## config.mk

```make
export PLATFORM = sky130hd
export DESIGN_NAME = key_rate_sel_flat
export DESIGN_NICKNAME = d
export VERILOG_FILES = /design/src/rtl/key_rate_sel_if.sv /design/src/rtl/key_rate_sel.sv /design/src/flat_wrapper.sv
export SDC_FILE = /design/constraint.sdc
export NUM_CORES = 1
export LEC_CHECK = 0
export BUFFER_PORTS_ARGS = -buffer_cell sky130_fd_sc_hd__buf_2
export CAP_MARGIN = 5
export CORE_ASPECT_RATIO = 0.7
export CORE_MARGIN = 4
export CORE_UTILIZATION = 55
export CTS_BUF_LIST = sky130_fd_sc_hd__clkbuf_2 sky130_fd_sc_hd__clkbuf_4 sky130_fd_sc_hd__clkbuf_8
export DETAILED_ROUTE_END_ITERATION = 10
export PLACE_DENSITY_LB_ADDON = 0.3
export SYNTH_ARGS = -nofsm -noshare
export SYNTH_HDL_FRONTEND = slang
export SYNTH_HIERARCHICAL = 1
export SYNTH_SLANG_ARGS = --single-unit
```

## constraint.sdc

```tcl
create_clock -name clk -period 4.64 [get_ports clk]
set_input_delay 0.696 -clock clk [delete_from_list [all_inputs] [get_ports clk]]
set_output_delay 0.696 -clock clk [all_outputs]
set_load 0.01 [all_outputs]
```

## src/rtl/key_rate_sel_if.sv

```systemverilog
// Key inputs and rate outputs of key_rate_sel, bundled for the tick generator.
// master drives the keys; slave is the rate-select block itself.
interface key_rate_sel_if;
    logic [1:0] key_n;
    logic       rate_tick;
    logic [1:0] rate_sel;
    logic       run;

    modport master (output key_n, input rate_tick, rate_sel, run);
    modport slave  (input key_n, output rate_tick, rate_sel, run);
endinterface

```

## src/rtl/key_rate_sel.sv

```systemverilog
// Two debounced push buttons: RATE cycles through four tick rates, PAUSE gates ticks.
// key_deb synchronizes one active-low key, debounces it and flags the 1->0 press.
module key_deb #(
    parameter int DEB_CYCLES = 1000000
) (
    input  logic clk,
    input  logic rst,
    input  logic key_n,
    output logic press
);
    localparam int            CW      = (DEB_CYCLES > 1) ? $clog2(DEB_CYCLES) : 1;
    localparam logic [CW-1:0] CNT_MAX = CW'(DEB_CYCLES - 1);

    logic [1:0]    sync;
    logic          stable, stable_d;
    logic [CW-1:0] cnt;

    always_ff @(posedge clk or posedge rst) begin
        if (rst) begin
            sync     <= 2'b11;
            stable   <= 1'b1;
            stable_d <= 1'b1;
            cnt      <= '0;
        end else begin
            sync     <= {sync[0], key_n};
            stable_d <= stable;
            if (sync[1] == stable) begin
                cnt <= '0;
            end else if (cnt == CNT_MAX) begin
                stable <= sync[1];
                cnt    <= '0;
            end else begin
                cnt <= cnt + CW'(1);
            end
        end
    end

    // Falling edge of the accepted level only; release produces nothing.
    assign press = stable_d & ~stable;
endmodule

module key_rate_sel #(
    parameter int DEB_CYCLES = 1000000,
    parameter int TC0        = 24999999,
    parameter int TC1        = 12499999,
    parameter int TC2        = 6249999,
    parameter int TC3        = 3124999
) (
    input  logic           clk,
    input  logic           rst,
    key_rate_sel_if.slave  bus
);
    localparam int NUM_KEYS = 2;
    localparam int K_RATE   = 0;
    localparam int K_PAUSE  = 1;

    logic [NUM_KEYS-1:0] key_n;
    logic [NUM_KEYS-1:0] press;
    logic [24:0]         div_cnt;
    logic [24:0]         tc;
    logic [1:0]          rate_sel;
    logic                run, run_nxt, tick;

    assign key_n = bus.key_n;

    for (genvar k = 0; k < NUM_KEYS; k++) begin : g_key
        key_deb #(.DEB_CYCLES(DEB_CYCLES)) u_deb (
            .clk   (clk),
            .rst   (rst),
            .key_n (key_n[k]),
            .press (press[k])
        );
    end

    always_comb begin
        tc = 25'(TC0);
        case (rate_sel)
            2'd1:    tc = 25'(TC1);
            2'd2:    tc = 25'(TC2);
            2'd3:    tc = 25'(TC3);
            default: tc = 25'(TC0);
        endcase
    end

    // Divider follows the run level being latched this edge, so a pause
    // freezes the count exactly where the press found it and a resume
    // starts counting on the same edge that sets run.
    assign run_nxt = run ^ press[K_PAUSE];

    always_ff @(posedge clk or posedge rst) begin
        if (rst) begin
            div_cnt  <= '0;
            tick     <= 1'b0;
            rate_sel <= 2'd0;
            run      <= 1'b1;
        end else begin
            if (press[K_RATE])  rate_sel <= rate_sel + 2'd1;
            if (press[K_PAUSE]) run      <= ~run;
            if (press[K_RATE]) begin
                div_cnt <= '0;
                tick    <= 1'b0;
            end else if (run_nxt && div_cnt == tc) begin
                div_cnt <= '0;
                tick    <= 1'b1;
            end else begin
                tick <= 1'b0;
                if (run_nxt) div_cnt <= div_cnt + 25'd1;
            end
        end
    end

    assign bus.rate_tick = tick;
    assign bus.rate_sel  = rate_sel;
    assign bus.run       = run;
endmodule

```

## src/flat_wrapper.sv

```systemverilog
// flat-port wrapper written by rule: the top's interface ports become plain ports
module key_rate_sel_flat 
#(
    parameter int DEB_CYCLES = 1000000,
    parameter int TC0        = 24999999,
    parameter int TC1        = 12499999,
    parameter int TC2        = 6249999,
    parameter int TC3        = 3124999
)
  (clk, rst, bus_key_n, bus_rate_tick, bus_rate_sel, bus_run);
  key_rate_sel_if bus_i ();
  input  logic clk;
  input  logic rst;
  input wire logic [$bits(bus_i.key_n)-1:0] bus_key_n;
  output wire logic [$bits(bus_i.rate_tick)-1:0] bus_rate_tick;
  output wire logic [$bits(bus_i.rate_sel)-1:0] bus_rate_sel;
  output wire logic [$bits(bus_i.run)-1:0] bus_run;
  assign bus_i.key_n = bus_key_n;
  assign bus_rate_tick = bus_i.rate_tick;
  assign bus_rate_sel = bus_i.rate_sel;
  assign bus_run = bus_i.run;
  key_rate_sel #(.DEB_CYCLES(DEB_CYCLES), .TC0(TC0), .TC1(TC1), .TC2(TC2), .TC3(TC3)) u_core (.clk(clk), .rst(rst), .bus(bus_i));
endmodule
```

### After elaboration in Yosys (flattened, before gate mapping)

Index checks and enable logic that the tools add are counted.

* multiply operators: 0
* equal/unequal tests: 8
* add/subtract/negate cells: 4
* multiplexer cells: 10
* bitwise gates (word level): 8
* divide/modulo/power cells: 0
* order comparisons: 0
* shifts and indexed selects: 0
* reductions and logical operators: 4

Operators by type and width (count)
* $mux W20: 4
* $mux W25: 3
* $pmux W25 S3: 1
* $add A20 B1 Y20 const B: 2
* $eq A20 B20 Y1 const B: 2
* $add A25 B1 Y25 const B: 1
* $eq A25 B25 Y1: 1
* $not A1 Y1: 5
* $eq A2 B2 Y1 const B: 2
* $reduce_and A2 Y1: 2
* $reduce_bool A3 Y1: 1
* $add A2 B1 Y2 const B: 1
* $and A1 B1 Y1: 2
* $eq A1 B1 Y1: 2
* $eq A2 B1 Y1 const B: 1
* $mux W1: 2
* $logic_and A1 B1 Y1: 1
* $xor A1 B1 Y1: 1

* bits in registers: 77
* word-level logic and storage cells: 46
* bits in latches: 0
* ROM bits: 0
* memory bits (writable): 0
* memories: 0

### Longest topological paths before layout

Gate-level depths: netlist (run 1).

* word-level depth: 6
* mapped depth: 10
* gate-level depth less buffers: 8

### Hierarchy

The synthesis (run 1) kept the hierarchy.

Modules (own cells, without submodules)
* key_deb: instances 2, cells each 110, area an instance 1186.1 um2
* key_rate_sel: instances 1, cells each 213, area an instance 1896.8 um2

### Worst setup path after synthesis (run 1)

No wires, ideal clock.

* path kind: reg-to-reg
* start: register u_core.rate_sel[0] (netlist: u_core/bus.rate_sel[0])
* end: register u_core.div_cnt[5]
* data required time: 4519 ps
* data arrival time: 2081 ps
* library setup time: 121 ps
* cell stages (with the launch flop): 10
* path slack: 2438 ps
* path through: dfrtp_1 -> inv_1 -> ha_1 -> nor4b_1 -> a31oi_1 -> nor4_2 -> a31oi_2 -> buf_6 -> a21o_1 -> a22o_1

* cells in the longest elaborated chain, start to end: 6
* elaborated cells between the ends (all ways): 9
* those cells by class: eq/ne (4); mux (3); reduce/logical (2)

Ends and longest elaborated chain
* start: declaration: line key_rate_sel.sv:61 `logic [1:0] rate_sel;`
* start signal: assignment: line key_rate_sel.sv:97 `if (press[K_RATE]) rate_sel <= rate_sel + 2'd1;`
* $eq A2 B2 Y1 / $eq A2 B1 Y1 (equally long branches): line key_rate_sel.sv:77 `case (rate_sel)`
* $pmux W25 S3 (*): line key_rate_sel.sv:77
* $eq A25 B25 Y1 (*): line key_rate_sel.sv:102 `end else if (run_nxt && div_cnt == tc) begin`
* $logic_and A1 B1 Y1 (*): line key_rate_sel.sv:102
* $mux W25: line key_rate_sel.sv:102
* $mux W25: line key_rate_sel.sv:99 `if (press[K_RATE]) begin`
* end signal: assignment: line key_rate_sel.sv:107 `if (run_nxt) div_cnt <= div_cnt + 25'd1;`
* end: declaration: line key_rate_sel.sv:59 `logic [24:0] div_cnt;`

Every way passes the cells marked *; elsewhere a longest branch is shown, timed or not.
A chain may end at the register's enable or synchronous reset.

### Worst setup path after layout (run 1)

* start: register u_core.rate_sel[0] (netlist: u_core/bus.rate_sel[0])
* end: register u_core.div_cnt[24]

Same word-level chain as after synthesis.

==> impl_results.md, run 1 <==
* Non-filler cells, final at 542
* Initial DRC count at 248
* Final ANT Viol Nets at 0
* Crit-path max cell delay at 0.54 ns
* DRT Pass-1 Iters at 6
* CTS Buffer Depth at 2
* Final Skew at 0.0106 ns
* Global-route wire length before repair at 14.8 mm
* Setup_tns at 0 ns
* PortBufs at 7
* Root buffer selected by CTS: clkbuf_8
* Slowest cell on the critical path: dfrtp_1
* Setup Fix Bufs, Post-CTS at 0
* Top Family by Delay on Critical Path: simple AND/OR/NAND/NOR gates
* Element type at the critical path end: flop
* Post-DP Area at 4310 um^2
* Final #Nets at approximately 450
* RSZ-0062 raised after global routing: false
* Worst-margin pin slew at about 1 ns
* Kind of critical path: reg2reg
* # setup viols final at 0
* Sequential cell area at approximately 1900 um^2
* Worst-path clk slew at approximately 0.080 ns
* Area Growth Syn to Fin at 6.15%
* Pwr Density at approximately 280 nW/um^2
* Top post-synthesis cells by area: dfrtp_1, dfstp_2, nor2_1
* Final min period at 2.53 ns
* Dpl ws at 2.16 ns
* # diodes at 0
* Syn_area_per_cell at 9.86 um^2
* Vias in the first global route at 3024
* Die area at 9260 um^2
* Mapped Cells at 433
* Placed cells at 526
* Reg2Reg Setup Slack at 2.11 ns
* Synth top cells by count: dfrtp_1, nor2_1, nand2_1
* Final Util at approximately three fifths
* Required time of the critical path at a little under 5 ns
* H-tree Lvls at 3
* Fmax at 395 MHz
* Fin area at around 4500 um^2
* Routed wire length at ~8.4 mm
* Die X at 113 um
* Syn_nets at 445
* Post-synth EDFFs at 0
* Fraction of registers with async set/reset at 100%
* Worst Path Max Fanout at 29
* Count leader, synth: dfrtp_1
* CORE AREA at approximately 7400 um^2
* Netlist cell types at 59
* RD Place Congestion at 0.953
* Worst ir drop on vdd at 0.000235 V
* Crit path buf inv count at 2
* Die Ht at 81.7 um
* Area occupied by multi-input gates at ~2100 um^2
* Period utilization at a little over half
* Worst-skew pair later-pin latency at 0.36 ns
* Routed vias at 3185
* Cts repair resizes at 0
* Cells along the critical path: inv_1, ha_1, nor4b_1, a31oi_1, nor4_2, a31oi_2, buf_4, a21o_1, a22o_1
* Antenna violations before repair at 0
* Rows at 26
* Max cap viols at 0
* Cell Area, Synth at 4270 um^2
* Rel. slew slack at between 30% and 40%
* Synth top area share at between 30% and 40%
* Yosys reg bits at between 70 and 80
* WP data arrival at roughly 2.8 ns
* Initial Utilization at 57.6%
* CTS Buf Count at 9
* CTS tree: done
* Static Leak at 0.00191 uW
* Cell taking the most area after synthesis: dfrtp_1
* Hold Path Class: reg2reg
* Register area share after synthesis at a little under half
* Vias per cell at between 5 and 6
* I/O Pins at 8
* # DRC at 0
* WL/cell at 15.6 um
* Gr ovfl total at 0
* Hold_buf cts at 0
* Largest net degree at the start of global routing at 30
* Worst setup margin at around 2.1 ns
* Final HPWL DP at 5.90 mm
* Ys Warns at 6
* Status: finished clean
* Fin. max-slew vios at 0
* Final hold violations at 0
* Synth Flop Type: dfrtp_1
* Startpoint types: flop
* Fill cells at a little over 600
* Sink Count at 77
* GRT Total Usage at 20.2%
* Layout cells sized above 1 at between 10% and 20%
kinds of logic (layout without fill, tap and decap cells):
family,count (synthesis),in the layout,synth area share [%]
fa+ha+maj,8,8,2.34
simple gates,212,212,28.3
xor+xnor,37,37,7.59
compound gates,61,61,9.91
buf+inv,30,41,4.51
flops,77,77,45.4
mux,8,8,1.93
metrics by stage:
| stage | hold WS, ns | power, uW |
|---|---|---|
| 3_5_place_dp | 0.352 | 729 |
| 4_1_cts | 0.363 | 1290 |
| 2_1_floorplan | 0.345 | 720 |
| 5_1_grt | 0.372 | 1320 |
| 6_report | 0.362 | 1270 |
| 3_3_place_gp | 0.349 | 728 |
layout by cell type, fill, tap and decap left out, types with 3 or more instances in the layout:
| master | netlist | routed |
|---|---|---|
| buf_4 | 1 | 3 |
| and3_1 | 5 | 5 |
| a31oi_1 | 5 | 5 |
| o21ai_0 | 8 | 8 |
| inv_1 | 15 | 15 |
| a21o_1 | 4 | 4 |
| o21ai_1 | 5 | 5 |
| xor2_1 | 16 | 16 |
| o31ai_1 | 5 | 5 |
| mux2i_1 | 6 | 6 |
| dfstp_2 | 9 | 9 |
| nor3_1 | 10 | 10 |
| clkinvlp_4 | 0 | 3 |
| nor4_1 | 6 | 6 |
| nand4b_1 | 3 | 3 |
| xnor2_1 | 21 | 21 |
| and3_2 | 6 | 6 |
| ha_1 | 8 | 8 |
| and3b_1 | 4 | 4 |
| or3_1 | 6 | 6 |
| clkbuf_8 | 1 | 9 |
| nor4b_2 | 3 | 3 |
| nor2_1 | 49 | 49 |
| a21oi_1 | 20 | 20 |
| a22o_1 | 3 | 3 |
| buf_2 | 3 | 7 |
| or4_1 | 4 | 4 |
| nand3_1 | 30 | 30 |
| dfrtp_1 | 68 | 68 |
| nand4_1 | 17 | 17 |
| and4_1 | 6 | 6 |
| nor2b_1 | 3 | 3 |
| nor4b_1 | 3 | 3 |
| nand2_1 | 41 | 41 |
sequential cells by signal (all words and copies together), names as in the netlist:
name,cells
u_core/g_key.u_deb/stable,2
u_core/g_key.u_deb/stable_d,2
u_core/bus.rate_tick,1
u_core/div_cnt,25
u_core/bus.run,1
u_core/bus.rate_sel,2
u_core/g_key.u_deb/sync,4
u_core/g_key.u_deb/cnt,40
area by class of cell:
cell class | count | area share [%]
Timing Repair Buffer | 10 | 1.27
Clock inverter | 6 | 1.93
Sequential cell | 77 | 42.8
Clock buffer | 10 | 2.90
Multi-Input combinational cell | 326 | 47.2
Tap cell | 98 | 2.71
Inverter | 15 | 1.24
per-layer routing:
| metal | up-vias | share of wire (%) | routed length (um) | global-route usage [%] |
|---|---|---|---|---|
| li1 | 1572 | - | - | - |
| met1 | 1516 | 51 | 4320 | 29.6 |
| met5 | - | 0 | 0 | 0 |
| met4 | 0 | 0.72 | 61 | 4.08 |
| met3 | 4 | 6.0 | 506 | 7.00 |
| met2 | 93 | 42 | 3540 | 29.0 |
worst paths after layout:
kind	end	start	depth (start not counted)
worst max-delay path	u_core/div_cnt[24]	u_core/bus.rate_sel[0]	9
worst min-delay path	u_core/g_key[0].u_deb/sync[1]	u_core/g_key[0].u_deb/sync[0]	0
worst max register to register	u_core/div_cnt[24]	u_core/bus.rate_sel[0]	9
worst min register to register	u_core/g_key[0].u_deb/sync[1]	u_core/g_key[0].u_deb/sync[0]	0
max in group asynchronous	u_core/g_key[1].u_deb/cnt[7]	rst	2
min in group asynchronous	u_core/div_cnt[9]	rst	3
where the power goes:
group | total (uW) | switching (uW) | internal, uW
registers | 683 | 5.07 | 678
clock network | 552 | 245 | 308
logic | 30.8 | 22.9 | 7.92
total | 1270 | 273 | 994
No activity file was read; power rests on OpenSTA's default activity.
==> inputs of run 2 (changes only) <==
- clock period: 4.64 -> 2.5 ns (I/O delays scaled with it)
==> run 2 against run 1 <==
Routed wire length rose by 4.7%. Die area did not move. Sequential cell count did not move. Worst hold slack got worse by 0.26 ns. First-iteration DRC count rose by 1.6%. Combinational power rose by 100%. Clock skew fell by 0.0016 ns. Sequential power rose by 86%. Critical path type unchanged. Critical endpoint is now u_core/div_cnt[5]. Largest power group unchanged.
==> impl_results.md, run 2 (synthesis results as in run 1) <==
* Status: finished clean
* Leading cell types in the layout, fill and taps excluded: dfrtp_1, nor2_1, nand2_1, nand3_1, xnor2_1
* Element type at the critical path end: flop
* Worst ir drop on vdd at 0.000416 V (+77%)
* Most common cell after layout, fill and taps aside: dfrtp_1
* Final #Nets at 458 (+1.6%)
* Worst Path Max Fanout at 22 (-24%)
* Routed wire length at 8.83 mm (+4.7%)
* Biggest register: u_core/g_key.u_deb/cnt
* Min-Delay Startpoint: bus_key_n[0]
* PortBufs at 7 (unchanged)
* Switching Fraction at 23.8% (+2.3 points)
* Fmax at 431 MHz (+9.3%)
* Worst-margin pin slew at 0.918 ns (-0.0773 ns)
* Post-DP Area at 4370 um^2 (+1.2%)
* Comb pwr share at 2.9% (+0.5 points)
* Rows at 26 (unchanged)
* Largest net degree at the start of global routing at 30 (unchanged)
* Final Util at 61.4% (+0.27 points)
* I/O Pins at 8 (unchanged)
* Global-route wire length before repair at 15.1 mm (+2.1%)
* Die area at 9260 um^2 (unchanged)
* CTS Buffer Depth at 2 (unchanged)
* Worst-path clk slew at 0.08 ns (about the same)
* CORE AREA at 7420 um^2 (unchanged)
* R2R cell count at 9 (unchanged)
* Final min period at 2.32 ns (-0.216 ns)
* Gr ovfl total at 0 (unchanged)
* Rel. slew slack at 38.7% (+5.3 points)
* CP startpoint: u_core/bus.rate_sel[0]
* Antenna violations before repair at 0 (unchanged)
* Vias per cell at 5.93 (+0.86%)
* Root buffer selected by CTS: clkbuf_8
* Int Pwr at 1660 uW (+67%)
* # diodes at 0 (unchanged)
* Final Skew at 0.00905 ns (-0.00158 ns)
* Die Ht at 81.7 um (unchanged)
* CTS tree: done
* Sink Count at 77 (unchanged)
* Vias in the first global route at 3072 (+1.6%)
* Fin area at 4550 um^2 (+0.44%)
* Initial Utilization at 57.6% (unchanged)
* Final hold violations at 0 (unchanged)
* Worst-skew pair later-pin latency at 0.36 ns (about the same)
* H-tree Lvls at 3 (unchanged)
* Kind of critical path: reg2reg
* Setup_tns at 0 ns (unchanged)
* Pwr Density at 479 nW/um^2 (+71%)
* Switching Power at 518 uW (+90%)
* # setup viols final at 0 (unchanged)
* Die X at 113 um (unchanged)
* Final HPWL DP at 6.24 mm (+5.8%)
* RD Place Congestion at 0.878 (-7.9%)
* Required time of the critical path at 2.76 ns (-2.12 ns)
* Design Power at 2180 uW (+72%)
* Startpoint types: flop
* Sequential Power Share at 58.2% (+4.2 points)
* Hold Path Class: in2reg
* FF-to-FF Start: u_core/bus.rate_sel[0]
* WP data arrival at 2.58 ns (-0.20 ns)
* Setup Fix Bufs, Post-CTS at 0 (unchanged)
* Clk pwr share at 38.9% (-4.7 points)
* Final ANT Viol Nets at 0 (unchanged)
* RSZ-0062 raised after global routing: false
* Area Growth Syn to Fin at 6.62%
* GRT Total Usage at 20.7% (+0.53 points)
* WHS Path Cells at 1 (+1)
* Initial DRC count at 252 (+1.6%)
* Period utilization at 92.8% (+38 points)
* Flip-flop count of the largest register after layout at 40 (unchanged)
* # DRC at 0 (unchanged)
* Max cap viols at 0 (unchanged)
* CTS Buf Count at 9 (unchanged)
* Largest regs: u_core/g_key.u_deb/cnt: 40 flops, u_core/div_cnt: 25 flops, u_core/g_key.u_deb/sync: 4 flops
* Static Leak at 0.00193 uW (+1.1%)
* Fin. max-slew vios at 0 (unchanged)
* Layout cells sized above 1 at 16.2% (+1.8 points)
* WL/cell at 16.1 um (+3.3%)
* Routed vias at 3254 (+2.2%)
* DRT Pass-1 Iters at 5 (-1)
==> run 2: changes by cell type in the layout (fill, tap and decap cells not counted), sizes merged <==
cell,previous run,this run
bufinv,2,0
buf,10,17
clkbuf,10,11
inv,15,14
clkinv,1,3
==> run 2: path summary, 6_finish.rpt <==
| check | to | slack [ns] |
|---|---|---|
| worst max-delay path | u_core/div_cnt[5] | 0.18 |
| worst min-delay path | u_core/g_key[0].u_deb/sync[0] | 0.10 |
| worst max register to register | u_core/div_cnt[5] | 0.18 |
| worst min register to register | u_core/g_key[0].u_deb/sync[1] | 0.36 |
| max in group asynchronous | u_core/g_key[0].u_deb/cnt[19] | 1.71 |
| min in group asynchronous | u_core/div_cnt[5] | 0.11 |
==> run 2: critical path, cell delays in order (launching register included) <==
cell,delay (ns)
dfrtp_1,0.41
buf_4,0.17
ha_1,0.25
and3b_1,0.22
a21oi_1,0.04
nor4_2,0.38
a31oi_2,0.15
buf_4,0.24
a21o_1,0.18
a22o_1,0.17
==> run 2: power by group through the flow <==
stage | Sequential [uW] | Clock (uW) | Combinational [uW]
6_report | 1270 | 848 | 62.4
5_1_grt | 1270 | 924 | 73.8
4_1_cts | 1270 | 879 | 65.3
3_5_place_dp | 1290 | 0 | 64.9
3_3_place_gp | 1290 | 0 | 63.2
2_1_floorplan | 1290 | 0 | 46.9
==> run 2: layer usage <==
| metal | global-route usage [%] | part of all wire [%] |
|---|---|---|
| met5 | 0 | 0 |
| met4 | 5.88 | 0.94 |
| met3 | 6.41 | 5.1 |
| met2 | 30.2 | 43 |
| met1 | 29.9 | 51 |
==> run 2: stage by stage <==
step | instances | setup WS (ns) | hold slack (ns)
floorplan | 433 | 0.298 | 0.345
global placement | 533 | 0.297 | 0.349
detailed placement | 533 | 0.0868 | 0.350
CTS | 549 | 0.0530 | 0.0868
global route | 549 | 0.0291 | 0.0839
finish | 549 | 0.181 | 0.102
==> run 2: final cells by class <==
class	instances	area, um^2
tap	98	123
fill	638	2870
multi-input combinational	326	2140
clock buffer	11	139
timing repair buffer	17	110
inverter	15	60.1
sequential	77	1940
clock inverter	5	37.5
==> run 2: what timing repair did <==
item                                    CTS  global route
hold endpoints to repair                  0             0
gates resized for setup                   0             3
endpoints found under the setup margin    0            22
hold buffers                              0             0
